<file path="config.mk">
export PLATFORM = sky130hd
export DESIGN_NAME = dot_game_sequencer
export DESIGN_NICKNAME = d
export VERILOG_FILES = /design/src/rtl/dot_game_sequencer.sv
export SDC_FILE = /design/constraint.sdc
export NUM_CORES = 1
export LEC_CHECK = 0
export BUFFER_PORTS_ARGS = -buffer_cell sky130_fd_sc_hd__buf_2
export CAP_MARGIN = 5
export CORE_MARGIN = 1.5
export CORE_UTILIZATION = 62
export DETAILED_ROUTE_END_ITERATION = 16
export HOLD_SLACK_MARGIN = 0.08
export PLACE_DENSITY = 0.89
export SLEW_MARGIN = 15
export SYNTH_ARGS = -nofsm -noshare
export SYNTH_HDL_FRONTEND = slang
export SYNTH_SLANG_ARGS = --single-unit
</file>
<file path="constraint.sdc">
create_clock -name clk -period 5.3 [get_ports clk]
set_clock_uncertainty 0.2 [all_clocks]
set_input_delay 0.795 -clock clk [delete_from_list [all_inputs] [get_ports clk]]
set_output_delay 0.795 -clock clk [all_outputs]
set_load 0.02 [all_outputs]
</file>
<file path="src/rtl/dot_game_sequencer.sv">
// Game controller for the scrolling dot-dodge display: sequences IDLE/PLAY/HIT/OVER,
// paces obstacle scrolling, tracks player row, score and lives, and detects collisions.
module dot_game_sequencer #(
    parameter int unsigned TICK_DIV     = 25000000,
    parameter int unsigned FLASH_CYCLES = 50000000,
    parameter int unsigned LIVES        = 3
) (
    input  logic       clk,
    input  logic       rst,
    input  logic       start,
    input  logic       up_req,
    input  logic       down_req,
    input  logic [7:0] obstacle_col,
    output logic       scroll_en,
    output logic       board_clear,
    output logic [2:0] player_row,
    output logic       blank,
    output logic [7:0] score,
    output logic [1:0] lives,
    output logic       game_over,
    output logic [1:0] state
);

    localparam logic [1:0] S_IDLE = 2'd0;
    localparam logic [1:0] S_PLAY = 2'd1;
    localparam logic [1:0] S_HIT  = 2'd2;
    localparam logic [1:0] S_OVER = 2'd3;

    localparam logic [31:0] TICK_LAST  = 32'(TICK_DIV - 1);
    localparam logic [31:0] FLASH_LAST = 32'(FLASH_CYCLES - 1);
    localparam logic [1:0]  LIVES_INIT = 2'(LIVES);
    localparam logic [2:0]  ROW_HOME   = 3'd3;
    localparam logic [2:0]  ROW_BOTTOM = 3'd6;

    logic [1:0]  r_state;
    logic [31:0] r_tick;
    logic [31:0] r_flash;
    logic [2:0]  r_player_row;
    logic [7:0]  r_score;
    logic [1:0]  r_lives;
    logic        r_scroll_en;
    logic        r_board_clear;

    logic [1:0]  w_state_nx;
    logic [31:0] w_tick_nx;
    logic [31:0] w_flash_nx;
    logic [2:0]  w_row_nx;
    logic [7:0]  w_score_nx;
    logic [1:0]  w_lives_nx;
    logic        w_clear_nx;
    logic        w_scroll_nx;
    logic [2:0]  w_row_below;
    logic        w_collision;
    logic        w_tick_last;

    assign w_row_below = r_player_row + 3'd1;
    assign w_collision = (r_state == S_PLAY) &&
                         (obstacle_col[r_player_row] || obstacle_col[w_row_below]);
    assign w_tick_last = (r_tick == TICK_LAST);

    always_comb begin
        // NOTE: every next-state signal gets a default first, so no path can infer a latch.
        w_state_nx = r_state;
        w_tick_nx  = r_tick;
        w_flash_nx = r_flash;
        w_row_nx   = r_player_row;
        w_score_nx = r_score;
        w_lives_nx = r_lives;
        w_clear_nx = 1'b0;

        if (start) begin
            w_state_nx = S_PLAY;
            w_tick_nx  = '0;
            w_flash_nx = '0;
            w_row_nx   = ROW_HOME;
            w_score_nx = '0;
            w_lives_nx = LIVES_INIT;
            w_clear_nx = 1'b1;
        end else begin
            case (r_state)
                S_PLAY: begin
                    if (w_collision) begin
                        w_state_nx = S_HIT;
                        w_lives_nx = r_lives - 2'd1;
                        w_flash_nx = '0;
                    end else begin
                        w_tick_nx = w_tick_last ? '0 : r_tick + 32'd1;
                        if (w_tick_last && (r_score != 8'hFF))
                            w_score_nx = r_score + 8'd1;
                        if (up_req && !down_req && (r_player_row != 3'd0))
                            w_row_nx = r_player_row - 3'd1;
                        else if (down_req && !up_req && (r_player_row != ROW_BOTTOM))
                            w_row_nx = r_player_row + 3'd1;
                    end
                end
                S_HIT: begin
                    if (r_flash == FLASH_LAST) begin
                        if (r_lives == 2'd0) begin
                            w_state_nx = S_OVER;
                        end else begin
                            w_state_nx = S_PLAY;
                            w_tick_nx  = '0;
                            w_row_nx   = ROW_HOME;
                            w_clear_nx = 1'b1;
                        end
                    end else begin
                        w_flash_nx = r_flash + 32'd1;
                    end
                end
                default: ;
            endcase
        end
    end

    // scroll_en is registered yet must coincide with the cycle the counter sits at its last value.
    assign w_scroll_nx = (w_state_nx == S_PLAY) && (w_tick_nx == TICK_LAST);

    always_ff @(posedge clk or negedge rst) begin
        if (!rst) begin
            r_state       <= S_IDLE;
            r_tick        <= '0;
            r_flash       <= '0;
            r_player_row  <= ROW_HOME;
            r_score       <= '0;
            r_lives       <= LIVES_INIT;
            r_scroll_en   <= 1'b0;
            r_board_clear <= 1'b0;
        end else begin
            // NOTE: non-blocking assignments so every register samples pre-edge values.
            r_state       <= w_state_nx;
            r_tick        <= w_tick_nx;
            r_flash       <= w_flash_nx;
            r_player_row  <= w_row_nx;
            r_score       <= w_score_nx;
            r_lives       <= w_lives_nx;
            r_scroll_en   <= w_scroll_nx;
            r_board_clear <= w_clear_nx;
        end
    end

    assign state       = r_state;
    assign blank       = (r_state == S_HIT);
    assign game_over   = (r_state == S_OVER);
    assign scroll_en   = r_scroll_en;
    assign board_clear = r_board_clear;
    assign player_row  = r_player_row;
    assign score       = r_score;
    assign lives       = r_lives;

endmodule

</file>
==> impl_metrics.yaml <==
power_and_ir_drop:
  leakage_nw: 2.31
  p_total_w: 0.00216
  irDropWorstVdd_mv: 0.340
  power_density_nw_per_um2: 372
final_layout:
  diodes: 0
  area_growth_pct: 7.52
  final_common_cell: "dfrtp_1"
  nets: 665
  final_cell_mix: "dfrtp_1, nor2_1, nand2_1"
  layout.cells.non_filler: 751
  fin_area_um2: 5800
  drive_gt1_frac: 0.124
yosys:
  synth_seq_cells: 81
  synth_cells: 623
  yosys.area.top_type: "dfrtp_1"
  synthFlopType: "dfrtp_1"
  synth.avg_cell_area_um2: 8.65
  yosys.area.top_type_share: 0.357
  yosysWarnings: 0
  async_reset_ff_frac: 1.00
  synth_edf_count: 0
  ys_top_cells_by_area: "dfrtp_1, nor2_1, nand4_1"
  seq_area_frac_synth: 0.377
  synth_area_um2: 5390
  synthDistinctLibCells: 73
  synth_nets: 647
timing:
  hold_viol_final: 0
  fin_tns_setup_ps: 0
  max_clock_freq_mhz: 215
  period_share: 0.879
  maxSlewHeadroom: 0.239
  slew_violations: 0
  grt_setup_unrepaired: "false"
  setup_viol: 0
  tightest_slew_ps: 1130
  period_needed_ps: 4660
cts:
  path_clk_slew_ps: 90
  cts.sinks: 81
  clock_latency_ps: 360
  cts_hold_buf: 0
  cts_buffers: 9
  cts.repair.resized: 0
  cts_tree: "done"
  clockBufferDepth: 2
  postCtsSetupRepairBufs: 0
  cts-htree-levels: 3
  root_buffer: "clkbuf_8"
drt:
  drcViolationCount: 0
  wl_per_cell_um: 20.5
  firstDrtPassIters: 5
  antenna_left: 0
  totalWireLength_mm: 15.4
  drtIter0Drc: 681
  num_vias: 5315
  vias_per_cell: 7.08
placed_design:
  dp.cells: 735
  hpwl_mm: 11.0
  postPlaceCellArea_um2: 5600
  globalplace.congestion: 0.971
  io_buffers: 31
critical_path:
  cp_max_fo: 12
  crit_path_start: "player_row[0]$_DFFE_PN1P_"
  r2r_start: "player_row[0]$_DFFE_PN1P_"
  worstSetupStartpointType: "register"
  crit_arrival_ps: 4720
  r2r-end: "scroll_en$_DFF_PN0_"
  required_ps: 5360
  r2r_cells: 10
  endpoint_kind: "register"
  crit_type: "register to register"
  rrSetupSlack_ps: 640
  crit_path_end: "scroll_en$_DFF_PN0_"
die:
  std_cell_rows: 33
  die_h_um: 96.3
  die_w_um: 96.3
  io-pin-count: 32
  core_um2: 8300
  dieArea_um2: 9260
  start_util: 0.650
hold_path:
  holdCritPathClass: "register to register"
  min_delay_path_depth: 1
flow_run:
  max_cap_violations: 0
grt:
  antenna_found_initial: 0
  track_usage: 0.355
  grt_pass1_vias: 4820
  overflow: 0
  grt_start_max_net_pins: 82
  grt_pass1_wl_mm: 24.8
outcome:
  status: "finished, final reports clean"
## per-stage QoR
stage | setup WS [ps] | utilization | hold WS (ps)
floorplan | 1100 | - | 269
global placement | 816 | 0.675 | 303
detailed placement | 679 | 0.675 | 311
CTS | 643 | 0.698 | 324
global route | 404 | 0.698 | 329
finish | 639 | 0.698 | 320
## where the power goes
part | total, W | leakage [nW] | internal [W] | switching (W)
Combinational | 0.000997 | 1.10 | 0.000298 | 0.000699
Clock | 0.000464 | 0.0964 | 0.000220 | 0.000245
Sequential | 0.000696 | 1.11 | 0.000654 | 0.0000414
## worst min path at each step
stage                     slack [ps]                    from                     end
after detailed placement         310  r_flash[6]$_DFFE_PN0P_  r_flash[6]$_DFFE_PN0P_
after global placement           300  r_flash[6]$_DFFE_PN0P_  r_flash[6]$_DFFE_PN0P_
after floorplan                  270  r_flash[6]$_DFFE_PN0P_  r_flash[6]$_DFFE_PN0P_
final                            320  r_flash[6]$_DFFE_PN0P_  r_flash[6]$_DFFE_PN0P_
after global routing             330  r_flash[6]$_DFFE_PN0P_  r_flash[6]$_DFFE_PN0P_
after CTS                        320  r_flash[6]$_DFFE_PN0P_  r_flash[6]$_DFFE_PN0P_
## flip-flops by register name (all words and copies together) (netlist names)
signal,flops
board_clear,1
lives,2
player_row,3
r_flash,32
r_tick,32
score,8
scroll_en,1
state,2
## per-layer routing
layer / wire length, um / global-route usage / vias up
li1: - / - / 2400
met1: 6770 / 0.516 / 2569
met2: 6870 / 0.541 / 306
met3: 1450 / 0.0592 / 40
met4: 323 / 0.108 / 0
met5: 0 / 0 / -
## critical path, stage by stage, from the launching register on
cell     delay [ps]
dfstp_2         600
inv_1           110
ha_1            380
mux4_1          610
mux2_2          330
o21ai_4         330
nand2_1         330
a211o_1         360
or4b_1          490
or4b_1          550
nor4_2          270
## area by class of cell
cell class | instances | area, um2
clock inverters | 6 | 68.8
well taps | 105 | 131
fillers | 637 | 2500
clock buffers | 10 | 128
flip-flops and latches | 81 | 2030
multi-input cells | 490 | 3150
repair buffers | 38 | 210
inverters | 21 | 78.8
## kinds of logic after synthesis
kind of cell / synth area share
DFF: 0.377
AOI/OAI and AO/OA: 0.173
xor gates and xnor gates: 0.0390
and+or+nand+nor: 0.314
adders and majority gates: 0.0255
muxes: 0.0325
buffers and inverters: 0.0397
## cell usage after synthesis (11+ instances only)
library cell / number
or4_1: 12
xnor2_1: 12
nor2_1: 72
xor2_1: 12
nand2_1: 41
nand4_1: 32
clkbuf_1: 25
nor4_1: 16
ha_1: 11
a21oi_1: 30
a31oi_1: 11
and3_1: 13
dfrtp_1: 77
o31ai_1: 12
o21ai_0: 32
inv_1: 21
nand3_1: 33
nor3_1: 23
Note: power is estimated with default switching activity, not from simulation.
